===== config.mk =====
export PLATFORM = sky130hd
export DESIGN_NAME = uart_tx_param
export DESIGN_NICKNAME = d
export VERILOG_FILES = /design/src/rtl/uart_tx_param.sv
export SDC_FILE = /design/constraint.sdc
export NUM_CORES = 1
export LEC_CHECK = 0
export CORE_MARGIN = 1
export CORE_UTILIZATION = 40
export DETAILED_ROUTE_END_ITERATION = 6
export GPL_ROUTABILITY_DRIVEN = 0
export RECOVER_POWER = 50
export SYNTH_ARGS = -nofsm -noshare
export SYNTH_HDL_FRONTEND = slang
export SYNTH_SLANG_ARGS = --single-unit

===== constraint.sdc =====
create_clock -name i_clk -period 1.5 [get_ports i_clk]
set_input_delay 0.225 -clock i_clk [delete_from_list [all_inputs] [get_ports i_clk]]
set_output_delay 0.225 -clock i_clk [all_outputs]
set_load 0.03 [all_outputs]

===== src/rtl/uart_tx_param.sv =====
// Parameterised UART transmitter: start bit, LSB-first payload,
// optional odd/even parity, one or two stop bits, valid/ready intake.
module uart_tx_param #(
  parameter int DATA_BITS    = 8,
  parameter int CLKS_PER_BIT = 16,
  parameter int PARITY       = 0,
  parameter int STOP_BITS    = 1
) (
  input  logic                 i_clk,
  input  logic                 i_rst_n,
  input  logic [DATA_BITS-1:0] i_data,
  input  logic                 i_valid,
  output logic                 o_ready,
  output logic                 o_ser,
  output logic                 o_busy,
  output logic                 o_done
);

  localparam int BAUD_W = $clog2(CLKS_PER_BIT);
  localparam logic [BAUD_W-1:0] BAUD_LAST =
    BAUD_W'(CLKS_PER_BIT - 1);
  localparam logic [3:0] DATA_LAST = 4'(DATA_BITS - 1);
  localparam logic [3:0] STOP_LAST = 4'(STOP_BITS - 1);
  localparam logic PAR_ODD = (PARITY == 1);

  typedef enum logic [2:0] {
    IDLE,
    START,
    DATA,
    PAR,
    STOP
  } state_t;

  state_t                state;
  logic [BAUD_W-1:0]     baud;
  logic [3:0]            bit_cnt;
  logic [DATA_BITS-1:0]  shreg;
  logic                  par_bit;
  logic                  baud_end;

  assign baud_end = (baud == BAUD_LAST);
  assign o_ready  = (state == IDLE);

  always_ff @(posedge i_clk or negedge i_rst_n) begin
    if (!i_rst_n) begin
      state   <= IDLE;
      o_ser   <= 1'b1;
      o_busy  <= 1'b0;
      o_done  <= 1'b0;
      baud    <= '0;
      bit_cnt <= '0;
      shreg   <= '0;
      par_bit <= 1'b0;
    end else begin
      o_done <= 1'b0;
      if (state != IDLE) begin
        baud <= baud_end ? '0 : baud + 1'b1;
      end
      unique case (state)
        IDLE: begin
          if (i_valid) begin
            shreg   <= i_data;
            // Parity fixed at intake so later i_data changes cannot leak in
            par_bit <= (^i_data) ^ PAR_ODD;
            baud    <= '0;
            bit_cnt <= '0;
            o_ser   <= 1'b0;
            o_busy  <= 1'b1;
            state   <= START;
          end
        end
        START: begin
          if (baud_end) begin
            o_ser <= shreg[0];
            state <= DATA;
          end
        end
        DATA: begin
          if (baud_end) begin
            if (bit_cnt == DATA_LAST) begin
              bit_cnt <= '0;
              if (PARITY != 0) begin
                o_ser <= par_bit;
                state <= PAR;
              end else begin
                o_ser <= 1'b1;
                state <= STOP;
              end
            end else begin
              bit_cnt <= bit_cnt + 1'b1;
              shreg   <= shreg >> 1;
              o_ser   <= shreg[1];
            end
          end
        end
        PAR: begin
          if (baud_end) begin
            o_ser <= 1'b1;
            state <= STOP;
          end
        end
        STOP: begin
          if (baud_end) begin
            if (bit_cnt == STOP_LAST) begin
              bit_cnt <= '0;
              o_busy  <= 1'b0;
              o_done  <= 1'b1;
              state   <= IDLE;
            end else begin
              bit_cnt <= bit_cnt + 1'b1;
            end
          end
        end
        default: state <= IDLE;
      endcase
    end
  end

endmodule


Word level (Yosys, flattened, before mapping)
Cells that the tools add are included.
{"block": "word_totals", "rom_bits": 0, "out_inout_bits": 4, "mem_bits_rw": 0, "mem_count": 0, "latchBits": 0, "word_cells": 70, "ff_bits": 22}
{"block": "op_classes", "n_addsub": 2, "n_shift": 0, "mul": 0, "muxes": 35, "n_eq_ne": 14, "bitwise_logic": 0, "div": 0, "magnitude_cmp": 0, "reduce_logical": 12}
{"operator": "4-bit two-way mux", "count": 9}
{"operator": "8-bit two-way mux", "count": 3}
{"operator": "3-bit two-way mux", "count": 7}
{"operator": "2-bit != test (second input constant)", "count": 8}
{"operator": "8-bit case mux with 2 select lines", "count": 1}
{"operator": "3-bit case mux with 5 select lines", "count": 1}
{"operator": "4-bit case mux with 3 select lines", "count": 1}
{"operator": "4-bit AND reduction", "count": 3}
{"operator": "1-bit two-way mux", "count": 11}
{"operator": "4-bit by 1-bit adder with 4-bit output (second input constant)", "count": 2}
{"operator": "7-bit AND reduction", "count": 1}
{"operator": "3-bit by 2-bit equality test with 1-bit output (second input constant)", "count": 2}
{"operator": "3-bit nonzero test", "count": 2}
{"operator": "5-bit AND reduction", "count": 1}
{"operator": "4-bit by 3-bit equality test with 1-bit output (second input constant)", "count": 1}
{"operator": "4-bit equality test (second input constant)", "count": 1}
{"operator": "4-bit logical NOT", "count": 1}
{"operator": "1-bit case mux with 4 select lines", "count": 1}
{"operator": "2-bit nonzero test", "count": 2}
{"operator": "4-bit nonzero test", "count": 1}
{"operator": "3-bit by 1-bit equality test with 1-bit output (second input constant)", "count": 1}
{"operator": "3-bit equality test (second input constant)", "count": 1}
{"operator": "3-bit logical NOT", "count": 1}
{"operator": "1-bit case mux with 2 select lines", "count": 1}

Depth between registers and ports, before layout
Gate-level depths: netlist of run 1.
{"block": "depth", "ltp_word": 5, "mapped_depth": 7}

Worst setup path before layout of run 1
No wires, ideal clock.
{"block": "synth_timing", "path_kind": "reg-to-reg", "start": "reg state[1]", "end": "reg bit_cnt[2]", "stages_incl_launch_ff": 8, "setup_ns": 0.124, "setup_slack_ns": -0.140, "t_required_ns": 1.376, "arrival_time_ns": 1.516, "n_path_buf": 2, "path_cell_list": "dfrtp_1 buf_6 or3_4 buf_6 clkinv_8 nand2_2 and2_4 a211o_1"}
{"block": "synth_via", "elab_chain_cells": 3, "elab_cells_between_ends": 9}
{"item": "start: declaration", "line": "34", "rtl": "state_t state;"}
{"item": "start signal: assignment", "line": "46", "rtl": "state <= IDLE;"}
{"item": "start signal: assignment", "line": "69", "rtl": "state <= START;"}
{"item": "start signal: assignment", "line": "75", "rtl": "state <= DATA;"}
{"item": "3-bit logical NOT (*)"}
{"item": "via o_ready", "line": "13", "rtl": "output logic o_ready,"}
{"item": "2-bit != test (no source line) or 3-bit nonzero test (tied branches)"}
{"item": "4-bit AND reduction (no source line)"}
{"item": "end signal: assignment", "line": "90", "rtl": "bit_cnt <= bit_cnt + 1'b1;"}
{"item": "end signal: assignment", "line": "110", "rtl": "bit_cnt <= bit_cnt + 1'b1;"}
{"item": "end: declaration", "line": "36", "rtl": "logic [3:0] bit_cnt;"}
The timed path passes the listed nets; every way through them passes the cells marked *.
A chain may end at the register's enable or synchronous reset.

Final worst setup path of run 1
{"block": "layout_timing", "start": "reg state[2]", "end": "out o_ready"}
{"block": "layout_via", "elab_chain_cells": 1}
{"item": "3-bit logical NOT", "line": "42", "rtl": "assign o_ready = (state == IDLE);"}
{"item": "end: declaration", "line": "13"}
No other way between the ends.

==> summary.md, run 1 <==
| Metric | Value |
|---|---|
| Htree depth | 1 |
| 1st-iter DRT viols | 38 |
| Clk pwr share | 9.4% |
| CP max FO | 2 |
| EDFF count, synth | 0 |
| Critical Path Sink Type | output pin |
| R2r setup slk | -110 ps |
| Worst Tran Pin Value | 554 ps |
| Cts hold-fix bufs | 0 |
| Yosys cell types | 40 |
| RSZ-0062 raised after global routing | true |
| Worst-path clk slew | 130 ps |
| All-Layer GR Usage | between 10% and 20% |
| Startpoint types | register |
| Area Growth Syn to Fin | 54.2% |
| Number of global-route vias before repair | 1,112 |
| Clock Skew | 9.86 ps |
| DRT Wirelength | 3.01 mm |
| Initial antenna violation count | 0 |
| Syn Inst Count | between 100 and 150 |
| Sw Share | ~39% |
| Reg-to-Reg Start | state[0] |
| Setup Slack @ Placement | -159 ps |
| Most frequent cells in the layout | buf_4, dfrtp_1, nand2_1, buf_6, clkdlybuf4s50_1 |
| Core area | 2830 um^2 |
| Worst r2r dst | bit_cnt[0] |
| Top cells by area, synth | dfrtp_1, mux2i_1, o21ai_0 |
| Critical path origin | state[2] |
| Final nets | 190 |
| Yosys warning total | 0 |
| Switching power | 1410 uW |
| Status | complete, but fails checks |
| Clk root buf | clkbuf_4 |
| Fmax | 599 MHz |
| CTS tree | yes |
| Ys async rst share | 100% |
| Cell area after layout | 1900 um^2 |
| Post-DP HPWL | between 1.5 and 2 mm |
| Gate power share | 63.5% |
| FF+latch area | 553 um^2 |
| Count of final hold-check violations | 0 |
| Max-cap violations | 0 |
| Worst rel slew slack | 63.1% |
| Failing checks | negative setup slack |
| Number of port buffers | 14 |
| Worst Path Required | 1270 ps |
| First-pass GRT wire length | 4.87 mm |
| Post-synthesis sequential area ratio | 44.7% |
| Flops & latches, synth | 22 |
| Mapped cell area | around 1200 um^2 |
| Worst Path Arrival | 1440 ps |
| Most common flop cell mapped by yosys | dfrtp_1 |
| Drt pass-1 iters | 4 |
| Row Count | 19 |
| TritonCTS Buffers | 3 |
| Via count | 1,111 |
| Drt via density | ~5.4 |
| ANT nets after route | 0 |
| Latest clock arrival within the worst-skew pair | between 300 and 400 ps |
| Flop pwr share | 27.1% |
| Final setup violation count | 17 |
| Die area | roughly 3300 um^2 |
| Die Wd | 57.6 um |
| Routed wire length per instance | 14.6 um |
| Fill cells | 221 |
| HP Class | in -> async |
| Share of layout cells above drive strength 1 | 46.3% |
| Post-Syn Area per Cell | 10.0 um^2 |
| Ports | 15 |
| Ant diodes | 0 |
| Pin count of the biggest net entering global routing | 23 |
| Pins Over Slew Limit | 0 |
| Initial core utilization | between 40% and 50% |
| PD cells | approximately 1900 nW/um^2 |
| DP Area | 1580 um^2 |
| Peak supply drop | 0.701 mV |
| Syn nets | 137 |
| Post-route setup slack | -168 ps |
| Minimum clock period | around 1700 ps |
| Final period utilization | 111% |
| Synth area leader | dfrtp_1 |
| Grt total ovfl | 0 |
| Multi-input gate area | 772 um^2 |
| Setup TNS | -1350 ps |
| Lkg Pwr | 0.000860 uW |
| Critical path class | reg -> out |
| Clock Tree Buf Depth | 2 |
| P_int | roughly 2200 uW |
| # DRC | 0 |
| Worst r2r path cells | 7 |
| Yosys top cell area share | between 40% and 50% |
| Die Ht | 57.6 um |
| Most common cell after layout, fill and taps aside | buf_4 |
| Clock Sinks | 22 |
logic make-up (layout without fill, tap and decap cells):
group	count (synthesis)	after routing	share of synthesized area [%]
AO/OA/AOI/OAI	36	36	19.6
adder cells (fa/ha/maj)	3	3	3.04
buffers and inverters	11	63	6.89
flip-flops	22	22	44.7
multiplexers	9	9	7.40
AND/OR/NAND/NOR	42	42	18.4
power groups by stage:
stage               Combinational, uW  Clock (uW)  Sequential [uW]
global route                     2440         367              998
floorplan                        1030           0              954
global placement                 1520           0              984
detailed placement               1560           0              992
finish                           2280         337              973
CTS                              2050         349              960
sequential cells by signal, summed over array words and instances (netlist names):
register,count
state,3
baud,4
shreg,8
bit_cnt,4
o_done,1
o_ser,1
o_busy,1
stage by stage:
step	hold WS, ps	std cells	power (uW)	util [%]
5_1_grt	466	206	3810	67.3
2_1_floorplan	-70.6	123	1990	-
4_1_cts	251	199	3360	63.5
3_5_place_dp	474	189	2550	55.9
6_report	409	206	3590	67.3
3_3_place_gp	462	189	2510	55.9
worst max-delay path by stage:
stage / endpoint / cells after the start
after CTS: o_ready / 4
after floorplan: bit_cnt[0] / 7
after global placement: state[1] / 5
after global routing: o_ready / 4
final: o_ready / 4
after detailed placement: shreg[5] / 6
cells in the mapped netlist, types with 3 or more instances:
library cell / number
dfrtp_1: 21
inv_1: 4
buf_6: 3
mux2i_1: 8
o21ai_0: 12
nand2b_1: 3
nor3b_1: 3
a21oi_1: 8
nand2_1: 16
nor2_1: 5
ha_1: 3
routing by layer:
layer	share of wire (%)	wire (um)	global-route usage [%]
met5	0	0	0
met4	1.8	55	8.01
met2	49	1490	31.9
met1	46	1370	25.0
met3	3.1	94	2.04
area by class of cell:
| cell class | instances | area share (%) |
|---|---|---|
| clock buffers | 4 | 1.91 |
| repair buffers | 54 | 24.8 |
| well taps | 31 | 2.04 |
| inverters | 5 | 1.64 |
| multi-input cells | 90 | 40.5 |
| flip-flops and latches | 22 | 29.0 |
worst max-delay path, stage by stage, from the launching register on:
cell and delay, ps:
dfrtp_2 450, or3_4 420, clkinv_8 60, buf_8 90
buf_6 120
repair_timing:
| action | CTS | global route |
|---|---|---|
| gates resized for setup | 36 | 18 |
| cloned | 1 | 0 |
| setup buffers | 5 | 7 |
| pin swaps | 6 | 10 |
| setup endpoints to repair | 22 | 22 |
(Power assumes the default switching activity.)
==> run 2, diff against run 1 <==
--- a/config.mk
+++ b/config.mk
@@ -6,9 +6,11 @@
 export NUM_CORES = 1
 export LEC_CHECK = 0
 export CORE_MARGIN = 1
-export CORE_UTILIZATION = 40
+export CORE_UTILIZATION = 49
+export CTS_CLUSTER_SIZE = 28
 export DETAILED_ROUTE_END_ITERATION = 6
 export GPL_ROUTABILITY_DRIVEN = 0
+export PLACE_DENSITY = 0.74
 export RECOVER_POWER = 50
 export SYNTH_ARGS = -nofsm -noshare
 export SYNTH_HDL_FRONTEND = slang
==> run 2 against run 1 <==
The flow still finishes with violations (negative setup slack). First-iteration DRC count rose by 18%. Die area fell by 18%. Cell area rose by 2.1%. Clock power barely moved. Critical path type is now reg -> reg. Critical endpoint is now bit_cnt[2]. Largest cell class unchanged.
==> summary.md, run 2 (synthesis results as in run 1) <==
| Metric | Value |
|---|---|
| Gate power share | 64.9% (was 63.5%) |
| Setup Slack @ Placement | -165 ps (was -159 ps) |
| ANT nets after route | 0 (unchanged) |
| Worst Path Arrival | 1990 ps (was 1440 ps) |
| Critical path origin | state[0] (was state[2]) |
| CP max FO | 7 (was 2) |
| Clock Skew | 9.69 ps (was 9.86 ps) |
| Number of global-route vias before repair | 1,167 (was 1,112) |
| Most used cell along the critical path | buf_4 |
| Initial core utilization | 53.8% (was 43.7%) |
| Number of port buffers | 14 (unchanged) |
| Worst rel slew slack | 63.1% (about the same) |
| Final period utilization | 116% (was 111%) |
| Startpoint types | register (unchanged) |
| Post-DP HPWL | 1.94 mm (was 1.95 mm) |
| Critical path's slowest cell | dfrtp_2 (unchanged) |
| Status | complete, but fails checks (unchanged) |
| Sw Share | 41.7% (was 39.4%) |
| Via count | 1,255 (was 1,111) |
| Die Ht | 52.2 um (was 57.6 um) |
| RSZ-0062 raised after global routing | true (unchanged) |
| Ant diodes | 0 (unchanged) |
| Worst Path Required | 1760 ps (was 1270 ps) |
| Fin Hold WS | 404 ps (was 409 ps) |
| TritonCTS Buffers | 3 (unchanged) |
| Switching power | 1610 uW (was 1410 uW) |
| Most frequent cells in the layout | buf_4, dfrtp_1, nand2_1, buf_6, clkdlybuf4s50_1 (unchanged) |
| Cell area after layout | 1940 um^2 (was 1900 um^2) |
| CTS tree | yes (unchanged) |
| Pins Over Slew Limit | 0 (unchanged) |
| Final setup violation count | 18 (was 17) |
| Routed wire length per instance | 19.7 um (was 14.6 um) |
| Drt pass-1 iters | 4 (unchanged) |
| Setup TNS | -2040 ps (was -1350 ps) |
| All-Layer GR Usage | 27.6% (was 19.1%) |
| Die Wd | 52.2 um (was 57.6 um) |
| Largest registers | shreg: 8 flops, baud: 4 flops, bit_cnt: 4 flops (unchanged) |
| Fill cells | 107 (was 221) |
| Clock Sinks | 22 (unchanged) |
| Cts hold-fix bufs | 0 (unchanged) |
| Count of final hold-check violations | 0 (unchanged) |
| HP Class | in -> async (unchanged) |
| 1st-iter DRT viols | 45 (was 38) |
| Largest register FFs | 8 (unchanged) |
| Row Count | 17 (was 19) |
| Critical path class | reg -> reg (was reg -> out) |
| DP Area | 1560 um^2 (was 1580 um^2) |
| Die area | 2720 um^2 (was 3310 um^2) |
| Share of layout cells above drive strength 1 | 49.7% (was 46.3%) |
| Minimum clock period | 1740 ps (was 1670 ps) |
| DRT Wirelength | 4.07 mm (was 3.01 mm) |
| Grt total ovfl | 0 (unchanged) |
| PD cells | 1980 nW/um^2 (was 1880 nW/um^2) |
| Reg-to-Reg Start | state[0] (unchanged) |
| Initial antenna violation count | 0 (unchanged) |
| Drt via density | 6.06 (was 5.39) |
| Clock Tree Buf Depth | 2 (unchanged) |
| Final nets | 194 (was 190) |
| Lkg Pwr | 0.000877 uW (was 0.000860 uW) |
| Peak supply drop | 1.46 mV (was 0.701 mV) |
| Most common cell after layout, fill and taps aside | buf_4 (unchanged) |
| Fmax | 576 MHz (was 599 MHz) |
| Critical Path Sink Type | register (was output pin) |
| First-pass GRT wire length | 5.49 mm (was 4.87 mm) |
| P_int | 2250 uW (was 2170 uW) |
| Flop pwr share | 26.4% (was 27.1%) |
| Biggest register | shreg (unchanged) |
| Worst Tran Pin Value | 554 ps (about the same) |
| Pin count of the biggest net entering global routing | 23 (unchanged) |
| Clk root buf | clkbuf_4 (unchanged) |
| # DRC | 0 (unchanged) |
| Core area | 2300 um^2 (was 2830 um^2) |
| Failing checks | negative setup slack (unchanged) |
| Max-cap violations | 0 (unchanged) |
| Worst path max stage delay | 450 ps (about the same) |
| Clk pwr share | 8.7% (was 9.4%) |
| Worst-path clk slew | 130 ps (about the same) |
| Htree depth | 1 (unchanged) |
| FF+latch area | 556 um^2 (was 553 um^2) |
| Multi-input gate area | 779 um^2 (was 772 um^2) |
| Ports | 15 (unchanged) |
| Post-route setup slack | -237 ps (was -168 ps) |
| Area Growth Syn to Fin | 57.4% (was 54.2%) |
| Crit-path cells | buf_4 > nor3b_4 > buf_6 > nand2b_4 > buf_4 > a221oi_2 > a211o_1 (was or3_4 > clkinv_8 > buf_8 > buf_6) |
| Latest clock arrival within the worst-skew pair | 310 ps (about the same) |
run 2: changes by cell type in the layout (fill, tap and decap cells not counted), sizes merged:
cell / change
buf: +4
run 2: area by class of cell:
type	instances	share of cell area, %
Inverter	5	1.61
Timing Repair Buffer	58	26.1
Tap cell	28	1.80
Sequential cell	22	28.6
Clock buffer	4	1.87
Multi-Input combinational cell	90	40.1
run 2: power by group through the flow:
stage	clock network [uW]	registers, uW	logic, uW
6_report	337	1020	2500
5_1_grt	363	1030	2650
4_1_cts	337	967	2000
3_5_place_dp	0	1020	1510
3_3_place_gp	0	1000	1460
2_1_floorplan	0	954	1030
run 2: stage by stage:
step / utilization, % / power [uW] / std cells
global placement: 68.1 / 2460 / 184
floorplan: - / 1990 / 123
CTS: 76.8 / 3310 / 196
global route: 84.6 / 4040 / 207
finish: 84.6 / 3860 / 207
detailed placement: 68.1 / 2530 / 184
run 2: layer usage:
metal  GRT usage, %  vias to the layer above  wire length (um)
li1               -                      555                 -
met1           35.3                      618              1570
met2           45.5                       59              2110
met3           5.22                       23               219
met4           11.4                        0               167
met5              0                        -                 0
run 2: final timing paths:
path,endpoint,slack [ps],cells after the start
max,bit_cnt[2],-240,7
min,baud[1],400,2
max reg2reg,bit_cnt[2],-240,7
min reg2reg,shreg[4],510,2
max in group asynchronous,state[1],690,2
min in group i_clk,shreg[4],510,2
run 2: what timing repair did:
item / 4_1_cts / 5_1_grt
pin swaps: 7 / 12
gates cloned: 1 / 0
gates resized for setup: 29 / 36
setup endpoints to repair: 19 / 21
setup buffers: 7 / 13
run 2: critical path, delay by kind of cell (launching register included):
kind | cells | cell delay [ps]
AO/OA/AOI/OAI | 2 | 430
flip-flops | 1 | 450
buffers and inverters | 3 | 470
AND/OR/NAND/NOR | 2 | 330
